--- config.mk ---
export PLATFORM = sky130hd
export DESIGN_NAME = rs_issue_sel
export DESIGN_NICKNAME = d
export VERILOG_FILES = /design/src/rtl/rs_issue_sel.sv
export SDC_FILE = /design/constraint.sdc
export NUM_CORES = 1
export LEC_CHECK = 0
export ABC_AREA = 1
export CAP_MARGIN = 20
export CORE_MARGIN = 2
export CORE_UTILIZATION = 58
export DETAILED_ROUTE_END_ITERATION = 10
export PLACE_DENSITY = 0.84
export SLEW_MARGIN = 5
export SYNTH_ARGS = -nofsm -noshare
export SYNTH_HDL_FRONTEND = slang
export SYNTH_SLANG_ARGS = --single-unit
--- constraint.sdc ---
create_clock -name clk -period 7.2 [get_ports clk]
set_input_delay 0.72 -clock clk [delete_from_list [all_inputs] [get_ports clk]]
set_output_delay 0.72 -clock clk [all_outputs]
set_load 0.02 [all_outputs]
--- src/rtl/rs_issue_sel.sv ---
// ----------------------------------------------------------------------------
// rs_issue_sel
//
// Issue selector on the consumer side of the reservation-station buffers.
// Every cycle it looks at the per-entry ready vectors for the three execution
// ports and registers at most one one-hot select per port:
//   port 0 = AGU, port 1 = ALU 1, port 2 = ALU 2.
// Each port searches round-robin from its own rotation pointer. Entries already
// picked by a lower-numbered port in the same cycle are skipped. Entries
// selected in the previous cycle are masked on every port. Per-port saturating
// counters record how many issues each port has made.
//
// Ports:
//   clk          clock, all state updates on the rising edge
//   rst_n        synchronous active-low reset (clears selects, pointers, counters)
//   rst_thread   synchronous thread flush (clears selects and pointers only)
//   stall        freeze issue for this edge (selects go to zero)
//   portReady0-2 per-entry ready vectors for ports 0..2
//   outRsSelect0-2 registered one-hot selects for ports 0..2
//   issueValid   bit p is high when port p has a select this cycle
//   issueCnt0-2  saturating issue counters for ports 0..2
// ----------------------------------------------------------------------------
module rs_issue_sel #(
    parameter int ENTRIES = 8,
    parameter int CNTW    = 16
) (
    input  logic                clk,
    input  logic                rst_n,
    input  logic                rst_thread,
    input  logic                stall,
    input  logic [ENTRIES-1:0]  portReady0,
    input  logic [ENTRIES-1:0]  portReady1,
    input  logic [ENTRIES-1:0]  portReady2,
    output logic [ENTRIES-1:0]  outRsSelect0,
    output logic [ENTRIES-1:0]  outRsSelect1,
    output logic [ENTRIES-1:0]  outRsSelect2,
    output logic [2:0]          issueValid,
    output logic [CNTW-1:0]     issueCnt0,
    output logic [CNTW-1:0]     issueCnt1,
    output logic [CNTW-1:0]     issueCnt2
);

    localparam int PW = (ENTRIES > 1) ? $clog2(ENTRIES) : 1;

    logic [ENTRIES-1:0] readyV [3];
    logic [ENTRIES-1:0] selQ   [3];
    logic [ENTRIES-1:0] selD   [3];
    logic [PW-1:0]      ptrQ   [3];
    logic [PW-1:0]      ptrD   [3];
    logic [CNTW-1:0]    cntQ   [3];
    logic [ENTRIES-1:0] busy;
    logic [ENTRIES-1:0] avail;

    // First set bit of vec, searching upward from ptr and wrapping past the
    // top entry back to entry 0. Returns a one-hot vector, or zero when
    // nothing is eligible.
    function automatic logic [ENTRIES-1:0] pickOne(
        input logic [ENTRIES-1:0] vec,
        input logic [PW-1:0]      ptr
    );
        logic [ENTRIES-1:0] res;
        logic               found;
        logic [PW:0]        pos;
        logic [PW-1:0]      idx;
        res   = '0;
        found = 1'b0;
        for (int i = 0; i < ENTRIES; i++) begin
            pos = {1'b0, ptr} + (PW+1)'(i);
            if (pos >= (PW+1)'(ENTRIES)) begin
                pos = pos - (PW+1)'(ENTRIES);
            end
            idx = pos[PW-1:0];
            if (!found && vec[idx]) begin
                res[idx] = 1'b1;
                found    = 1'b1;
            end
        end
        return res;
    endfunction

    // Pointer value that follows a one-hot grant: the granted index plus one,
    // wrapping to zero after the top entry. Holds the old pointer when there
    // is no grant.
    function automatic logic [PW-1:0] nextPtr(
        input logic [ENTRIES-1:0] oneHot,
        input logic [PW-1:0]      ptr
    );
        logic [PW-1:0] res;
        res = ptr;
        for (int i = 0; i < ENTRIES; i++) begin
            if (oneHot[i]) begin
                res = (i == ENTRIES - 1) ? '0 : PW'(i + 1);
            end
        end
        return res;
    endfunction

    assign readyV[0] = portReady0;
    assign readyV[1] = portReady1;
    assign readyV[2] = portReady2;

    // Pick logic. Entries granted last cycle are masked on all ports, and
    // every pick is removed from the pool before the next port searches, so
    // the three picks can never overlap.
    always_comb begin
        busy  = selQ[0] | selQ[1] | selQ[2];
        avail = ~busy;
        for (int p = 0; p < 3; p++) begin
            selD[p] = pickOne(readyV[p] & avail, ptrQ[p]);
            ptrD[p] = nextPtr(selD[p], ptrQ[p]);
            avail   = avail & ~selD[p];
        end
    end

    // State update. Full reset beats thread flush, which beats stall. A
    // thread flush keeps the performance counters. Stall only blanks the
    // selects and leaves pointers and counters untouched.
    always_ff @(posedge clk) begin
        if (!rst_n) begin
            for (int p = 0; p < 3; p++) begin
                selQ[p] <= '0;
                ptrQ[p] <= '0;
                cntQ[p] <= '0;
            end
        end else if (rst_thread) begin
            for (int p = 0; p < 3; p++) begin
                selQ[p] <= '0;
                ptrQ[p] <= '0;
            end
        end else if (stall) begin
            for (int p = 0; p < 3; p++) begin
                selQ[p] <= '0;
            end
        end else begin
            for (int p = 0; p < 3; p++) begin
                selQ[p] <= selD[p];
                ptrQ[p] <= ptrD[p];
                if ((|selD[p]) && (cntQ[p] != '1)) begin
                    cntQ[p] <= cntQ[p] + CNTW'(1);
                end
            end
        end
    end

    assign outRsSelect0 = selQ[0];
    assign outRsSelect1 = selQ[1];
    assign outRsSelect2 = selQ[2];
    assign issueValid   = {|selQ[2], |selQ[1], |selQ[0]};
    assign issueCnt0    = cntQ[0];
    assign issueCnt1    = cntQ[1];
    assign issueCnt2    = cntQ[2];

endmodule

Word level (Yosys, flattened, before mapping)
Memory sizes are Yosys's and may differ from the RTL's.
Cells that the tools add are included.

storage, ports and cells
  bits of input ports = 28
  word-level logic and storage cells = 484
  bits in registers = 0
  bits in writable memories = 81
  output and inout port bits = 75
  memories = 3

memories
  memory  words  width  rd ports  clocked after Yosys merged registers in  wr ports  line  text
  cntQ    3      16     3         0                                        3         50    logic [CNTW-1:0] cntQ [3];
  selQ    3      8      3         0                                        3         46    logic [ENTRIES-1:0] selQ [3];
  ptrQ    3      3      3         0                                        3         48    logic [PW-1:0] ptrQ [3];

operators by class
  reduce and logical (&&, ||, !) cells = 75
  order comparisons = 72
  multiplexer cells = 234
  bitwise operators = 49
  add/subtract/negate cells = 48
  equality and inequality tests = 3

operators by type and width
  operator                 count
  $mux W8                  33
  $or A8 B8 Y8             23
  $mux W3                  54
  $lt A3 B4 Y1 const B     24
  $mux W1                  96
  $ge A4 B4 Y1 const B     21
  $bmux W1 S3              24
  $demux W1 S3             24
  $ge A3 B1 Y1 const B     24
  $sub A3 B1 Y3 const B    24
  $add A16 B1 Y16 const B  3
  $add A3 B3 Y4 const B    12
  $logic_and A1 B1 Y1      48
  $mux W16                 3
  $ne A16 B16 Y1 const B   3
  $reduce_or A8 Y1         6
  $and A8 B8 Y8            5
  $add A3 B2 Y4 const B    6
  $not A8 Y8               3
  $logic_not A1 Y1         21
  $or A1 B1 Y1             18
  $add A3 B1 Y4 const B    3
  $ge A3 B4 Y1 const B     3

Logic depth before layout (Yosys ltp)
An unclocked memory read counts as a cell.

  depth in word-level cells = 92
  depth in mapped cells = 50
  depth with buffers taken out = 45

Least setup slack after synthesis
Ideal clock, no wire load.

  path type = flip-flop to flip-flop
  start point = memory ptrQ[0][0] (netlist name)
  end point = memory cntQ[2][0] (netlist: cntQ[0][32]), enable pin
  data arrival time = 5.720 ns
  period minus slack after synthesis = 6.091 ns
  path slack = 1.109 ns
  stages on the path, launching flop included = 47
  path buffers = 7
  cells stage by stage = edfxtp_1 inv_2 buf_2 buf_1 ha_1 inv_1 buf_2 nand3_1 nand2_1 nand2_1 nand2_1 inv_2 nor2_1 buf_2 nand4_1 nand3_1 nor2_1 nand4_1 [11 not listed] nand2_1 nand3_1 nand2_1 nand2_1 nand2_4 nor2_8 nand3_4 nor2_8 nand3_1 nor2_1 nor2_1 nand2_1 nor2_1 nand2_1 nand3_2 buf_6 buf_6 nand2_1

RTL lines
  element          line
  start, declared  48
  end, declared    50

==> reports/metrics.csv <==
stage,metric,value,unit
sta,slew_violations,0,
clock_network,clk_path_buf_depth,2,
clock_network,clk_pin_slew_worst_paths,0.06,ns
job,drv_cap,0,
yosys,synthTopCellsByCount,"nand2_1, nand3_1, inv_1",
yosys,synth_ff_type,edfxtp_1,
min_path,hp-class,register to register,
grt,grt_pass1_vias,8631,
yosys,synth_compound_area_share,5.07,%
grt,grtUsageTotal,36.1,%
clock_network,ctsRootBufferMaster,clkbuf_16,
yosys,yosys_warnings,0,
clock_network,cts_tree,done,
floorplanning,core.rowCount,43,
critical_path,start_kind,register,
floorplanning,io_pins,103,
power_and_ir_drop,p_clk_share,9.8,%
power_and_ir_drop,leakage,4.67,nW
sta,skew,0.00962,ns
yosys,synth_edf_count,81,
clock_network,cts_buffers,9,
grt,antenna_found_initial,0,
yosys,syn_area_per_cell,6.60,sq um
sta,worst_slew_pin_slew,0.929,ns
yosys,synthXorXnorAreaFrac,4.09,%
floorplanning,core,14000,sq um
sta,max_freq,151,MHz
critical_path,endpoint_kind,register,
critical_path,path_class,register to register,
drt,post-route-drc-count,0,
sta,period_share,91.8,%
clock_network,clock_latency,0.34,ns
floorplanning,start_util,59.6,%
critical_path,crit_top_cell,nand2_1,
yosys,synth_most_common_cell,nand2_1,
yosys,async_reset_ff_share,0,%
sta,finalHoldViolCount,0,
critical_path,crit_path_max_incr_delay,0.49,ns
placement,io_buffers,102,
power_and_ir_drop,power.net_switching,3.07,mW
drt,wl_per_cell,17.6,um
drt,firstDrtPassIters,8,
power_and_ir_drop,seqPwrFrac,18.5,%
drt,finalWirelength,27800,um
yosys,synthSimpleGateAreaFrac,48.2,%
power_and_ir_drop,p_per_area,534,nW/um^2
layout,drive_gt1_share,7.31,%
clock_network,clock_sink_count,81,
critical_path,worstPathMaxFanout,16,
placement,hpwl,20900,um
yosys,synthMuxAreaShare,0,%
floorplanning,fp.dieH,124,um
layout,fin_area,10100,sq um
yosys,syn_inst,1264,
yosys,yosysTopAreaCell,edfxtp_1,
yosys,synth_top_area_share,29.2,%
yosys,synthAdderAreaFrac,3.15,%
sta,fin_crit,6.61,ns
yosys,synth_top_family_by_area,simple AND/OR/NAND/NOR gates,
placement,gp_congestion,1.03,
yosys,yosys-top-cells-area,"edfxtp_1, nand3_1, nand2_1",
power_and_ir_drop,p_int,2.32,mW
layout,nNetsFinal,1439,
sta,max_slew_margin,38.1,%
critical_path,slowest_stage,edfxtp_1,
floorplanning,die_w,124,um
drt,vias,9588,
sta,rsz0062_at_grt,no,
critical_path,cp.arrival,6.64,ns
power_and_ir_drop,vdd_drop_max,0.329,mV
placement,dpl_cell_area,9690,sq um
yosys,syn_area,8340,sq um
yosys,synth_seq_cells,81,
drt,via_per_inst,6.09,
run_status,status,finished clean,
grt,grt_overflow_total,0,
grt,grt_pass1_wl,43100,um
power_and_ir_drop,power_frac_comb,71.7,%
layout,area_growth,20.8,%
clock_network,cts_htree_levels,3,
grt,grt_max_degree,49,
drt,ant_nets,0,
yosys,ys_seq_area_share,29.2,%
layout,antenna_cells,0,
sta,fin_setup_tns,0,ns
floorplanning,die_area,15400,sq um
critical_path,worstPathRequired,7.23,ns
power_and_ir_drop,sw_frac_of_total,57.0,%
yosys,synth.distinct_cells,48,
sta,finalSetupViolCount,0,
drt,drt_iter0_drc,1436,
routing by layer:
| layer | GRT usage (%) | up-vias | wire length [um] |
|---|---|---|---|
| met3 | 8.52 | 111 | 2980 |
| met5 | 0 | - | 0 |
| met2 | 58.8 | 644 | 12900 |
| li1 | - | 4533 | - |
| met4 | 15.4 | 0 | 1200 |
| met1 | 46.1 | 4300 | 10800 |
through the flow:
stage          cells  util, %  worst slack, ns  total power, mW  hold slack, ns
2_1_floorplan   1287        -             1.11             3.61           0.703
3_3_place_gp    1555     69.3            0.450             4.63           0.619
3_5_place_dp    1555     69.3            0.373             4.66           0.620
4_1_cts         1571     71.7            0.467             5.23           0.630
5_1_grt         1575     72.1           0.0359             5.75           0.657
6_report        1575     72.1            0.594             5.38           0.633
path summary, 6_finish.rpt:
kind / slack [ns] / endpoint / start / cells after the start
worst max-delay path: 0.59 / cntQ[0][43] / ptrQ[0][1] / 40
worst min-delay path: 0.63 / cntQ[0][0] / cntQ[0][0] / 1
worst max register to register: 0.59 / cntQ[0][43] / ptrQ[0][1] / 40
worst min register to register: 0.63 / cntQ[0][0] / cntQ[0][0] / 1
cells in the final DEF (no fill, tap or decap), types with 9 or more instances in the layout:
master             n
nand2_1          250
nand3_1          215
inv_1            168
nor2_1           146
clkdlybuf4s50_1  102
nand4_1           90
edfxtp_1          81
nor3_1            64
a21oi_1           46
xor2_1            32
buf_4             28
conb_1            24
ha_1              21
nor4_1            13
and3_1             9
a21oi_2            9
clkbuf_16          9
repair_timing:
item	CTS	global route
setup endpoints to repair	0	64
buffers inserted	0	4
hold buffers	0	0
resized for setup	0	4
state kept, by name, summed over array words and instances, names as in the netlist:
register  flops
cntQ         48
ptrQ          9
selQ         24
cell families after synthesis:
kind of cell	after synthesis
compound gates	74
xor+xnor	39
fa+ha+maj	21
buf+inv	217
flops	81
other cells	1
simple gates	831
power by group through the flow:
stage | registers (mW) | clock network (mW) | logic, mW
final | 0.995 | 0.530 | 3.86
after CTS | 0.985 | 0.532 | 3.72
after global placement | 0.982 | 0 | 3.64
after detailed placement | 0.986 | 0 | 3.67
after global routing | 1.02 | 0.548 | 4.19
after floorplan | 1.09 | 0 | 2.51
critical path: cells and delay by family (launching register included):
kind | cells | cell delay (ns)
adders and majority gates | 1 | 0.41
buffers and inverters | 3 | 0.55
and+or+nand+nor | 36 | 4.81
DFF | 1 | 0.49
final cells by class:
type                       instances  area (sq um)
sequential                        81          2430
timing repair buffer             131          1250
fill                            1121          3910
inverter                         178           671
clock buffer                      10           229
tap                              180           225
multi-input combinational        989          5150
clock inverter                     6           116
Power figures use the tool's default switching activity.
